File: config.mk
export PLATFORM = sky130hd
export DESIGN_NAME = multicycle_controller
export DESIGN_NICKNAME = d
export VERILOG_FILES = /design/src/rtl/multicycle_controller_pkg.sv /design/src/rtl/multicycle_controller_alu_decoder.sv /design/src/rtl/multicycle_controller.sv
export SDC_FILE = /design/constraint.sdc
export NUM_CORES = 1
export LEC_CHECK = 0
export CELL_PAD_IN_SITES_DETAIL_PLACEMENT = 1
export CELL_PAD_IN_SITES_GLOBAL_PLACEMENT = 1
export CORE_MARGIN = 1
export CORE_UTILIZATION = 24
export DETAILED_ROUTE_END_ITERATION = 6
export PLACE_DENSITY = 0.78
export REMOVE_ABC_BUFFERS = 1
export SLEW_MARGIN = 10
export SYNTH_ARGS = -nofsm -noshare
export SYNTH_HDL_FRONTEND = slang
export SYNTH_SLANG_ARGS = --single-unit
File: constraint.sdc
create_clock -name clk -period 1.39 [get_ports clk]
set_clock_uncertainty 0.1 [all_clocks]
set_input_delay 0.139 -clock clk [delete_from_list [all_inputs] [get_ports clk]]
set_output_delay 0.139 -clock clk [all_outputs]
set_load 0.05 [all_outputs]
File: src/rtl/multicycle_controller_pkg.sv
// Shared definitions for the multicycle controller and its ALU decoder:
// opcode constants, FSM state encoding, ALUOp and ALUControl codes, and
// the packed bundle of state-decoded control signals.
package multicycle_controller_pkg;

    localparam int unsigned OP_W     = 7;
    localparam int unsigned FUNCT3_W = 3;
    localparam int unsigned SEL_W    = 2;
    localparam int unsigned ALUOP_W  = 2;
    localparam int unsigned ALUCTL_W = 3;
    localparam int unsigned STATE_W  = 4;

    // Supported opcodes
    localparam logic [OP_W-1:0] OP_LW    = 7'b0000011;
    localparam logic [OP_W-1:0] OP_SW    = 7'b0100011;
    localparam logic [OP_W-1:0] OP_RTYPE = 7'b0110011;
    localparam logic [OP_W-1:0] OP_ITYPE = 7'b0010011;
    localparam logic [OP_W-1:0] OP_BEQ   = 7'b1100011;
    localparam logic [OP_W-1:0] OP_JAL   = 7'b1101111;

    // funct3 codes that select distinct ALU operations
    localparam logic [FUNCT3_W-1:0] F3_ADDSUB = 3'b000;
    localparam logic [FUNCT3_W-1:0] F3_SLT    = 3'b010;
    localparam logic [FUNCT3_W-1:0] F3_OR     = 3'b110;
    localparam logic [FUNCT3_W-1:0] F3_AND    = 3'b111;

    // ALU operations
    localparam logic [ALUCTL_W-1:0] ALU_ADD = 3'b000;
    localparam logic [ALUCTL_W-1:0] ALU_SUB = 3'b001;
    localparam logic [ALUCTL_W-1:0] ALU_AND = 3'b010;
    localparam logic [ALUCTL_W-1:0] ALU_OR  = 3'b011;
    localparam logic [ALUCTL_W-1:0] ALU_SLT = 3'b101;

    typedef enum logic [ALUOP_W-1:0] {
        ALUOP_ADD   = 2'b00,
        ALUOP_SUB   = 2'b01,
        ALUOP_FUNCT = 2'b10
    } aluop_t;

    typedef enum logic [STATE_W-1:0] {
        S_FETCH    = 4'd0,
        S_DECODE   = 4'd1,
        S_MEMADR   = 4'd2,
        S_MEMREAD  = 4'd3,
        S_MEMWB    = 4'd4,
        S_MEMWRITE = 4'd5,
        S_EXECUTER = 4'd6,
        S_EXECUTEI = 4'd7,
        S_ALUWB    = 4'd8,
        S_BEQ      = 4'd9,
        S_JAL      = 4'd10
    } state_t;

    // Control signals that depend only on the FSM state
    typedef struct packed {
        logic             pcupdate;
        logic             branch;
        logic             adrsrc;
        logic             memwrite;
        logic             irwrite;
        logic             regwrite;
        logic [SEL_W-1:0] resultsrc;
        logic [SEL_W-1:0] alusrca;
        logic [SEL_W-1:0] alusrcb;
        aluop_t           aluop;
    } ctrl_t;

endpackage

File: src/rtl/multicycle_controller_alu_decoder.sv
// alu_decoder: combinational ALUControl generation from ALUOp and the
// instruction fields.
//   op5       in  opcode bit 5 (distinguishes R-type from I-type)
//   funct3    in  instruction funct3
//   funct7b5  in  instruction bit 30
//   aluop     in  ALUOp from the controller FSM
//   alucontrol out ALU operation select
module alu_decoder
    import multicycle_controller_pkg::*;
(
    input  logic                op5,
    input  logic [FUNCT3_W-1:0] funct3,
    input  logic                funct7b5,
    input  aluop_t              aluop,
    output logic [ALUCTL_W-1:0] alucontrol
);

    always_comb begin
        alucontrol = ALU_ADD;
        case (aluop)
            ALUOP_ADD: alucontrol = ALU_ADD;
            ALUOP_SUB: alucontrol = ALU_SUB;
            ALUOP_FUNCT: begin
                case (funct3)
                    // Subtract only for R-type with bit 30 set; addi ignores bit 30
                    F3_ADDSUB: alucontrol = (op5 && funct7b5) ? ALU_SUB : ALU_ADD;
                    F3_SLT:    alucontrol = ALU_SLT;
                    F3_OR:     alucontrol = ALU_OR;
                    F3_AND:    alucontrol = ALU_AND;
                    default:   alucontrol = ALU_ADD;
                endcase
            end
            default: alucontrol = ALU_ADD;
        endcase
    end

endmodule

File: src/rtl/multicycle_controller.sv
// multicycle_controller: Moore FSM sequencing a multicycle RISC-V datapath.
//   clk, reset      clock and synchronous active-high reset
//   op, funct3,     instruction fields from the instruction register
//   funct7b5
//   Zero            ALU zero flag (used for beq)
//   PCWrite         PC enable (PCUpdate or taken branch)
//   AdrSrc,MemWrite memory address select and write strobe
//   IRWrite         instruction register enable
//   RegWrite        register file write enable
//   ResultSrc       result mux select
//   ALUSrcA/B       ALU operand selects
//   ImmSrc          immediate format, decoded from op
//   ALUControl      ALU operation
module multicycle_controller
    import multicycle_controller_pkg::*;
(
    input  logic                clk,
    input  logic                reset,
    input  logic [OP_W-1:0]     op,
    input  logic [FUNCT3_W-1:0] funct3,
    input  logic                funct7b5,
    input  logic                Zero,
    output logic                PCWrite,
    output logic                AdrSrc,
    output logic                MemWrite,
    output logic                IRWrite,
    output logic                RegWrite,
    output logic [SEL_W-1:0]    ResultSrc,
    output logic [SEL_W-1:0]    ALUSrcA,
    output logic [SEL_W-1:0]    ALUSrcB,
    output logic [SEL_W-1:0]    ImmSrc,
    output logic [ALUCTL_W-1:0] ALUControl
);

    state_t state_q;
    state_t state_d;
    state_t cur;
    ctrl_t  ctrl;

    // State register
    always_ff @(posedge clk) begin
        if (reset) begin
            state_q <= S_FETCH;
        end else begin
            state_q <= state_d;
        end
    end

    // Next state and state-decoded controls; while reset is high the
    // outputs already present FETCH values so the datapath never sees a
    // stale mid-instruction strobe.
    always_comb begin
        state_d = S_FETCH;
        ctrl    = '0;
        cur     = reset ? S_FETCH : state_q;

        case (cur)
            S_FETCH: begin
                state_d        = S_DECODE;
                ctrl.irwrite   = 1'b1;
                ctrl.alusrcb   = 2'b10;
                ctrl.resultsrc = 2'b10;
                ctrl.pcupdate  = 1'b1;
            end
            S_DECODE: begin
                ctrl.alusrca = 2'b01;
                ctrl.alusrcb = 2'b01;
                case (op)
                    OP_LW, OP_SW: state_d = S_MEMADR;
                    OP_RTYPE:     state_d = S_EXECUTER;
                    OP_ITYPE:     state_d = S_EXECUTEI;
                    OP_BEQ:       state_d = S_BEQ;
                    OP_JAL:       state_d = S_JAL;
                    default:      state_d = S_FETCH;
                endcase
            end
            S_MEMADR: begin
                state_d      = (op == OP_LW) ? S_MEMREAD : S_MEMWRITE;
                ctrl.alusrca = 2'b10;
                ctrl.alusrcb = 2'b01;
            end
            S_MEMREAD: begin
                state_d     = S_MEMWB;
                ctrl.adrsrc = 1'b1;
            end
            S_MEMWB: begin
                state_d        = S_FETCH;
                ctrl.resultsrc = 2'b01;
                ctrl.regwrite  = 1'b1;
            end
            S_MEMWRITE: begin
                state_d       = S_FETCH;
                ctrl.adrsrc   = 1'b1;
                ctrl.memwrite = 1'b1;
            end
            S_EXECUTER: begin
                state_d      = S_ALUWB;
                ctrl.alusrca = 2'b10;
                ctrl.aluop   = ALUOP_FUNCT;
            end
            S_EXECUTEI: begin
                state_d      = S_ALUWB;
                ctrl.alusrca = 2'b10;
                ctrl.alusrcb = 2'b01;
                ctrl.aluop   = ALUOP_FUNCT;
            end
            S_ALUWB: begin
                state_d       = S_FETCH;
                ctrl.regwrite = 1'b1;
            end
            S_BEQ: begin
                state_d      = S_FETCH;
                ctrl.alusrca = 2'b10;
                ctrl.aluop   = ALUOP_SUB;
                ctrl.branch  = 1'b1;
            end
            S_JAL: begin
                state_d       = S_ALUWB;
                ctrl.alusrca  = 2'b01;
                ctrl.alusrcb  = 2'b10;
                ctrl.pcupdate = 1'b1;
            end
            default: begin
                state_d = S_FETCH;
            end
        endcase
    end

    // Immediate format follows the opcode directly
    always_comb begin
        ImmSrc = 2'b00;
        case (op)
            OP_SW:   ImmSrc = 2'b01;
            OP_BEQ:  ImmSrc = 2'b10;
            OP_JAL:  ImmSrc = 2'b11;
            default: ImmSrc = 2'b00;
        endcase
    end

    alu_decoder u_alu_decoder (
        .op5        (op[5]),
        .funct3     (funct3),
        .funct7b5   (funct7b5),
        .aluop      (ctrl.aluop),
        .alucontrol (ALUControl)
    );

    assign PCWrite   = ctrl.pcupdate | (ctrl.branch & Zero);
    assign AdrSrc    = ctrl.adrsrc;
    assign MemWrite  = ctrl.memwrite;
    assign IRWrite   = ctrl.irwrite;
    assign RegWrite  = ctrl.regwrite;
    assign ResultSrc = ctrl.resultsrc;
    assign ALUSrcA   = ctrl.alusrca;
    assign ALUSrcB   = ctrl.alusrcb;

endmodule

==> results.md, run 1 <==
* Status: stopped before the end
* Stopped at: global routing (5_1_grt)
* First error message: [ERROR DPL-0033] detailed placement checks failed during check placement.
* Number of distinct library cells after synthesis at 41
* Number of synthesized flops with an enable pin at 0
* Die Ht at 52.6 um
* Number of standard cells after synthesis at 81
* Flop and latch count out of synthesis at 4
* Starting density of the core at 26.5%
* Synthesized cell area at 614 um2
* Cts bufs inserted at 3
* X dimension of the die at 52.6 um
* Average cell area after synthesis at 7.58 um2
* Most used DFF post-synth: sky130_fd_sc_hd__dfxtp_1
* Largest area contributor in the synthesized netlist: sky130_fd_sc_hd__dfxtp_1
* Fraction of synthesized cell area taken by the top area cell type at 13.0%
* DP HPWL at 2040 um
* Cell types with the largest area share after synthesis: sky130_fd_sc_hd__dfxtp_1 13%, sky130_fd_sc_hd__nand2b_1 7.1%, sky130_fd_sc_hd__nor2b_1 5.1%
* Part of the Yosys area used for sequential elements at 13.0%
* Maximum number of pins on one net before global-route repair at 8
* Maximum buffer depth of the clock tree at 2
* Kind of pin the worst path terminates on: output port
* Port Buffer Count at 29
* Sinks on the clock net at 4
* Async set-or-reset flop fraction in the synthesized netlist at 0%
* Row cnt at 17
* Number of warnings printed during yosys synthesis at 0
* Root buffer cell: sky130_fd_sc_hd__clkbuf_4
* Worst setup endpoint GRT: ALUControl[1]
* Htree depth at 1
* Initial antenna violation count at 0
* Top-Level Pins at 30
* Routability congestion estimate from global placement at 0.790
cells in the mapped netlist (all sizes together) (2+ instances only):
cell	count
a21o	2
nand2	6
buf	6
a31o	2
nor3b	2
a21oi	2
xnor2	3
nor3	5
and3	2
nor2	6
nor2b	5
nor4	2
a22oi	2
dfxtp	4
inv	4
nand2b	7
ha	2
kinds of logic after synthesis:
group                      share of synthesized area (%)
AOI/OAI and AO/OA                                   19.1
and+or+nand+nor                                     46.8
muxes                                               3.46
xor gates and xnor gates                            4.28
buffers and inverters                               9.16
DFF                                                 13.0
adders and majority gates                           4.07
stage by stage:
step	instances	setup WS (ns)	instance area (um2)	TNS, ns	utilization, %
after floorplan	75	-1.26	573	-9.01	-
after CTS	180	-0.468	1660	-4.11	71.7
after global placement	163	-0.595	1290	-4.99	55.7
after detailed placement	163	-0.660	1290	-6.15	55.7
repair_timing:
item,CTS
pin swaps,20
gates resized for setup,77
setup endpoints to repair,19
hold buffers,0
buffers inserted,16
==> run 2, diff against run 1 <==
--- a/config.mk
+++ b/config.mk
@@ -5,12 +5,10 @@
 export SDC_FILE = /design/constraint.sdc
 export NUM_CORES = 1
 export LEC_CHECK = 0
-export CELL_PAD_IN_SITES_DETAIL_PLACEMENT = 1
-export CELL_PAD_IN_SITES_GLOBAL_PLACEMENT = 1
-export CORE_MARGIN = 1
-export CORE_UTILIZATION = 24
+export CORE_AREA = 2 2 63 65
 export DETAILED_ROUTE_END_ITERATION = 6
-export PLACE_DENSITY = 0.78
+export DIE_AREA = 0 0 65 67
+export PLACE_DENSITY_LB_ADDON = 0.15
 export REMOVE_ABC_BUFFERS = 1
 export SLEW_MARGIN = 10
 export SYNTH_ARGS = -nofsm -noshare
==> constraint.sdc (replaced) <==
create_clock -name clk -period 1.8 [get_ports clk]
set_clock_uncertainty 0.1 [all_clocks]
set_input_delay 0.18 -clock clk [delete_from_list [all_inputs] [get_ports clk]]
set_output_delay 0.18 -clock clk [all_outputs]
set_load 0.05 [all_outputs]
==> results.md, run 2 <==
* Number of synthesized flops with an enable pin at 0 (unchanged)
* Startpoint type of the worst setup path: register
* Clock insertion delay at the later pin of the skew report at 0.22 ns
* Crit path time final at 1.87 ns
* Synthesized cell area at 614 um2 (unchanged)
* Area enclosed by the die boundary at 0.00436 mm2
* TritonCTS clock tree: yes
* Min-Delay Path Depth at 5
* Peak supply drop at 162 uV
* Biggest register: state_q
* Maximum buffer depth of the clock tree at 2 (unchanged)
* FMAX at 533 MHz
* Maximum number of pins on one net before global-route repair at 11
* Reported max-cap violation count at 0
* Initial antenna violation count at 0
* Starting density of the core at 17.0% (was 26.5%)
* Clock Pin Slew Worst Setup and Hold Paths at 0.03 ns
* Area overhead of the layout relative to synthesis at 148%
* Cell Area, Placed at 0.00129 mm2 (about the same)
* Via density at 4.31
* Port Buffer Count at 29 (unchanged)
* Total count of hold-check failures in the final report at 0
* Die Ht at 67 um (was 52.6 um)
* Non-filler instance count after layout at 186
* Registers with the most flip-flops: state_q x4
* Fraction of synthesized cell area taken by the top area cell type at 13.0% (unchanged)
* Antenna diode count at 0
* Final Max Slew Viols at 0
* Number of distinct library cells after synthesis at 41 (unchanged)
* Via count of the first global-routing pass at 773
* Number of warnings printed during yosys synthesis at 0 (unchanged)
* Part of the Yosys area used for sequential elements at 13.0% (unchanged)
* Average cell area after synthesis at 7.58 um2 (unchanged)
* Pwr dens at 310 mW/mm2
* Core Region at 0.00361 mm2
* LEAKAGE at 0.000635 uW
* Fin nets at 156
* Required time of the critical path at 1.52 ns
* Violated checks: negative setup slack
* Final std cell area, no fill at 0.00153 mm2
* Cts bufs inserted at 3 (unchanged)
* Cell types with the largest area share after synthesis: sky130_fd_sc_hd__dfxtp_1 13%, sky130_fd_sc_hd__nand2b_1 7.1%, sky130_fd_sc_hd__nor2b_1 5.1% (unchanged)
* Period utilization at 104%
* RSZ-0062 raised after global routing: yes
* Tightest hold margin at 0.402 ns
* Htree depth at 1 (unchanged)
* Number of standard cells after synthesis at 81 (unchanged)
* Most common library cell in the layout ignoring fill and taps: sky130_fd_sc_hd__buf_4
* Path depth of the worst reg2reg path at 5
* DP HPWL at 1560 um (was 2040 um)
* Worst hold path type: in2reg
* Normalized max-slew margin at 77.5%
* Global-route wire length before repair at 3360 um
* Residual DRC count at 0
* Via count at 802
* Number of nets with antenna violations after routing at 0
* Total wirelength of the detailed-routed design at 2080 um
* Sinks on the clock net at 4 (unchanged)
* Largest driver fanout on the critical path at 4
* Number of flip-flops in the largest register at 4
* Layout cell share with drive strength beyond 1 at 56.5%
* CP arrival at 1.59 ns
* Post-synth top cells: 7 x sky130_fd_sc_hd__nand2b_1, 6 x sky130_fd_sc_hd__nand2_1, 6 x sky130_fd_sc_hd__nor2_1, 5 x sky130_fd_sc_hd__nor2b_1, 5 x sky130_fd_sc_hd__nor3_1 (unchanged)
* Routability congestion estimate from global placement at 0.702 (was 0.790)
* Wire length per cell after detailed routing at 11.2 um
* Setup TNS at -0.146 ns
* Remaining global-route overflow at 0
* Flop and latch count out of synthesis at 4 (unchanged)
* Highest-count cells in the layout ignoring fill and taps: 28 x sky130_fd_sc_hd__buf_4, 14 x sky130_fd_sc_hd__buf_12, 9 x sky130_fd_sc_hd__clkdlybuf4s50_1
* X dimension of the die at 65 um (was 52.6 um)
* Slack of the critical path at -0.0745 ns
* Most used DFF post-synth: sky130_fd_sc_hd__dfxtp_1 (unchanged)
* Async set-or-reset flop fraction in the synthesized netlist at 0% (unchanged)
* Top-Level Pins at 30 (unchanged)
* Overall fraction of global-route tracks in use at 9.99%
* Slew @ Worst Pin at 0.335 ns
* Root buffer cell: sky130_fd_sc_hd__clkbuf_8 (was sky130_fd_sc_hd__clkbuf_4)
* Largest area contributor in the synthesized netlist: sky130_fd_sc_hd__dfxtp_1 (unchanged)
* Placed cell count at 179 (was 163)
* Total of endpoints with negative setup slack in the final report at 2
* Detailed-routing iteration count for the pre-antenna-repair pass at 3
* Status: finished, violations left (was stopped before the end)
* Most repeated cell in the gate-level netlist after synthesis: sky130_fd_sc_hd__nand2b_1 (unchanged)
* Number of filler instances in the final layout at 360
* Row cnt at 22 (was 17)
* Crit Path Class: reg2out
* CP Capture Type: primary output
* Violation count after the first detailed-routing iteration at 4
[run 2: cell counts after synthesis]
No cell type changed its count.
[run 2: final timing paths]
path                        end  slack, ns        from
setup / recovery  ALUControl[0]      -0.07  state_q[1]
hold / removal       state_q[1]       0.40       op[3]
setup reg to reg     state_q[2]       0.48  state_q[1]
hold reg to reg      state_q[3]       0.52  state_q[3]
[run 2: final cells by class]
cell class	instances	area, um2	share of cell area (%)
Timing Repair Buffer	60	718	47.1
Multi-Input combinational cell	67	601	39.4
Inverter	4	15.0	0.984
Tap cell	48	60.1	3.94
Clock buffer	3	41.3	2.71
Sequential cell	4	90.1	5.91
[run 2: per-layer routing]
layer / vias up / global-route usage [%] / wire, um
met3: 4 / 2.20 / 117
met4: 0 / 7.18 / 57
met5: - / 0 / 0
met1: 368 / 10.7 / 819
li1: 410 / - / -
met2: 20 / 17.3 / 1090
[run 2: worst max-delay path, stage by stage, from the launching register on]
cell	delay, ns
sky130_fd_sc_hd__dfxtp_4	0.35
sky130_fd_sc_hd__nor2b_4	0.15
sky130_fd_sc_hd__and2_4	0.17
sky130_fd_sc_hd__ha_4	0.13
sky130_fd_sc_hd__nor2b_1	0.11
sky130_fd_sc_hd__o21ai_1	0.09
sky130_fd_sc_hd__a21oi_2	0.19
sky130_fd_sc_hd__clkbuf_16	0.19
[run 2: through the flow]
step,worst slack (ns),power (uW),util [%]
2_1_floorplan,-0.893,164,-
3_3_place_gp,-0.284,271,35.7
3_5_place_dp,-0.306,272,35.7
4_1_cts,-0.0985,472,40.8
5_1_grt,-0.146,496,42.3
6_report,-0.0745,473,42.3
[run 2: kinds of logic after synthesis]
family / share of synthesized area, %
AOI/OAI and AO/OA: 19.1
xor gates and xnor gates: 4.28
adders and majority gates: 4.07
buffers and inverters: 9.16
DFF: 13.0
muxes: 3.46
and+or+nand+nor: 46.8
[run 2: repair_timing]
| item | CTS | global route |
|---|---|---|
| resized for setup | 28 | 16 |
| setup buffers | 3 | 1 |
| hold buffers | 0 | 0 |
| endpoints found under the setup margin | 8 | 8 |
| pin swaps | 6 | 5 |
[run 2: where the power goes]
part	leakage, uW	internal, uW	switching [uW]
sequential	0.0000349	88.9	1.65
combinational	0.000579	109	87.0
clock	0.0000216	142	43.8
total	0.000635	340	132
(Power assumes the default switching activity.)
==> run 3, diff against run 2 <==
==> constraint.sdc (replaced) <==
create_clock -name clk -period 1.9 [get_ports clk]
set_clock_uncertainty 0.1 [all_clocks]
set_input_delay 0.19 -clock clk [delete_from_list [all_inputs] [get_ports clk]]
set_output_delay 0.19 -clock clk [all_outputs]
set_load 0.05 [all_outputs]
==> results.md, run 3 (same netlist as run 2, synthesis figures left out) <==
* Status: finished clean (was finished, violations left)
* Htree depth at 1 (unchanged)
* Violation count after the first detailed-routing iteration at 7 (was 4)
* Clock network power share at 40.0% (was 39.3%)
* Hold Path Origin: state_q[1] (was op[3])
* Internal power at 314 uW (was 340 uW)
* Wire length per cell after detailed routing at 11.6 um (was 11.2 um)
* Pre-CTS worst setup slack at -0.205 ns (was -0.306 ns)
* CP Capture Type: primary output (unchanged)
* Worst hold path type: reg2reg (was in2reg)
* Max stage delay cell, worst path: sky130_fd_sc_hd__dfxtp_4 (unchanged)
* Core Region at 0.00361 mm2 (unchanged)
* Number of flip-flops in the largest register at 4 (unchanged)
* Port Buffer Count at 29 (unchanged)
* Via count of the first global-routing pass at 790 (was 773)
* Required time of the critical path at 1.61 ns (was 1.52 ns)
* RSZ-0062 raised after global routing: yes (unchanged)
* Startpoint type of the worst setup path: register (unchanged)
* Overall fraction of global-route tracks in use at 10.1% (was 9.99%)
* Final Max Slew Viols at 0 (unchanged)
* Maximum buffer depth of the clock tree at 2 (unchanged)
* Combinational Power Share at 40.4% (was 41.5%)
* Number of hold buffers added after cts at 0 (unchanged)
* Peak supply drop at 107 uV (was 162 uV)
* Min-Delay Path Depth at 2 (was 5)
* Most common library cell in the layout ignoring fill and taps: sky130_fd_sc_hd__buf_4 (unchanged)
* Pwr dens at 307 mW/mm2 (was 310 mW/mm2)
* Antenna diode count at 0 (unchanged)
* Worst flop-to-flop path endpoint: state_q[2] (unchanged)
* Slew @ Worst Pin at 0.381 ns (was 0.335 ns)
* Switching power as a share of total power at 27.7% (was 28.0%)
* Cts bufs inserted at 3 (unchanged)
* Residual DRC count at 0 (unchanged)
* Core utilization of the finished layout at 39.2% (was 42.3%)
* Tightest hold margin at 0.436 ns (was 0.402 ns)
* Path depth of the worst reg2reg path at 6 (was 5)
* Row cnt at 22 (unchanged)
* Area overhead of the layout relative to synthesis at 130% (was 148%)
* Starting density of the core at 17.0% (unchanged)
* Slack of the critical path at 0.0361 ns (was -0.0745 ns)
* Via count at 786 (was 802)
* Kind of cell with the highest combined delay on the critical path: simple AND/OR/NAND/NOR gates (unchanged)
* End point of the most critical hold path: state_q[2] (was state_q[1])
* Worst reg2reg path startpoint: state_q[2] (was state_q[1])
* Sinks on the clock net at 4 (unchanged)
* Largest driver fanout on the critical path at 3 (was 4)
* Routability congestion estimate from global placement at 0.690 (was 0.702)
* Period utilization at 98.1%
* Fin nets at 148 (was 156)
* Highest-count cells in the layout ignoring fill and taps: 23 x sky130_fd_sc_hd__buf_4, 15 x sky130_fd_sc_hd__buf_12, 12 x sky130_fd_sc_hd__clkdlybuf4s50_1 (was 28 x sky130_fd_sc_hd__buf_4, 14 x sky130_fd_sc_hd__buf_12, 9 x sky130_fd_sc_hd__clkdlybuf4s50_1)
* Layout cell share with drive strength beyond 1 at 50.0% (was 56.5%)
* Normalized max-slew margin at 74.4% (was 77.5%)
* Registers with the most flip-flops: state_q x4 (unchanged)
* FMAX at 537 MHz
* Crit Path Class: reg2out (unchanged)
* Non-filler instance count after layout at 178 (was 186)
* Via density at 4.42 (was 4.31)
* Initial antenna violation count at 0 (unchanged)
* Crit path cell chain: nor3b_4 -> nand2b_4 -> inv_4 -> ha_4 -> nor3b_2 -> buf_4 -> buf_12 (was nor2b_4 -> and2_4 -> ha_4 -> nor2b_1 -> o21ai_1 -> a21oi_2 -> clkbuf_16)
* Placed cell count at 172 (was 179)
* Crit path time final at 1.86 ns
* Total of endpoints with negative setup slack in the final report at 0 (was 2)
* Maximum number of pins on one net before global-route repair at 11 (unchanged)
* CP arrival at 1.57 ns (was 1.59 ns)
* Biggest register: state_q (unchanged)
* LEAKAGE at 0.000536 uW (was 0.000635 uW)
* Clock Pin Slew Worst Setup and Hold Paths at 0.03 ns (about the same)
* WP buf/inv at 3 (was 1)
* Die Ht at 67 um (unchanged)
* Reported max-cap violation count at 0 (unchanged)
* Global-route wire length before repair at 3390 um (was 3360 um)
* Total wirelength of the detailed-routed design at 2070 um (was 2080 um)
* DP HPWL at 1570 um (was 1560 um)
* Longest individual stage delay on the worst path at 0.34 ns (was 0.35 ns)
* Detailed-routing iteration count for the pre-antenna-repair pass at 4 (was 3)
* TritonCTS clock tree: yes (unchanged)
* Sequential cell fraction of total power at 19.6% (was 19.1%)
* Worst reg2reg setup slack at 0.50 ns (was 0.48 ns)
* Total count of hold-check failures in the final report at 0 (unchanged)
* Root buffer cell: sky130_fd_sc_hd__clkbuf_8 (unchanged)
* Clock insertion delay at the later pin of the skew report at 0.21 ns (was 0.22 ns)
* Switch Pwr at 120 uW (was 132 uW)
* X dimension of the die at 65 um (unchanged)
* Top-Level Pins at 30 (unchanged)
* Remaining global-route overflow at 0 (unchanged)
* Area enclosed by the die boundary at 0.00436 mm2 (unchanged)
* Number of nets with antenna violations after routing at 0 (unchanged)
-- run 3: cell count changes in the layout (fill, tap and decap cells not counted), moves of 2 or more --
cell	change
sky130_fd_sc_hd__clkdlybuf4s50_1	+3
sky130_fd_sc_hd__buf_4	-5
sky130_fd_sc_hd__dlymetal6s2s_1	-3
sky130_fd_sc_hd__inv_2	-2
sky130_fd_sc_hd__buf_6	-3
-- run 3: repair_timing --
action                     CTS  global route
setup endpoints to repair    5             5
pin swaps                    3             2
buffers inserted             3             0
resized for setup           21             9
-- run 3: worst max path at each step --
stage | from | to | cells past startpoint
after floorplan | state_q[0] | ALUControl[1] | 5
after global placement | reset | ALUControl[1] | 8
after detailed placement | reset | ALUControl[1] | 8
after CTS | state_q[2] | ALUControl[0] | 7
after global routing | state_q[2] | ALUControl[1] | 7
final | state_q[2] | ALUControl[1] | 7
-- run 3: per-layer routing --
| metal | vias to the layer above | wire length, um | GRT usage, % |
|---|---|---|---|
| met4 | 0 | 33 | 5.59 |
| met2 | 18 | 1090 | 18.7 |
| met5 | - | 0 | 0 |
| li1 | 396 | - | - |
| met3 | 2 | 134 | 2.87 |
| met1 | 370 | 813 | 10.2 |
-- run 3: power by group through the flow --
stage,Clock (uW),Sequential [uW],Combinational (uW)
floorplan,0,92.2,62.9
global placement,0,88.5,164
detailed placement,0,88.5,165
CTS,178,86.3,172
global route,187,85.2,186
finish,173,85.1,175
-- run 3: worst min-delay path, delay by kind of cell, from the launching register on --
kind	cells	cell delay, ns
DFF	1	0.35
AOI/OAI and AO/OA	2	0.14
-- run 3: layout make-up --
cell class / count / area [um2]
fillers: 372 / 2190
repair buffers: 52 / 627
multi-input cells: 67 / 581
flip-flops and latches: 4 / 88.8
well taps: 48 / 60.1
clock buffers: 3 / 41.3
inverters: 4 / 17.5
-- run 3: per-stage QoR --
| stage | area, um2 | total power (uW) | TNS (ns) |
|---|---|---|---|
| after floorplan | 573 | 155 | -3.33 |
| after global placement | 1230 | 253 | -0.433 |
| after detailed placement | 1230 | 254 | -0.449 |
| after CTS | 1390 | 437 | 0 |
| after global routing | 1420 | 459 | -0.122 |
| final | 1420 | 434 | 0 |
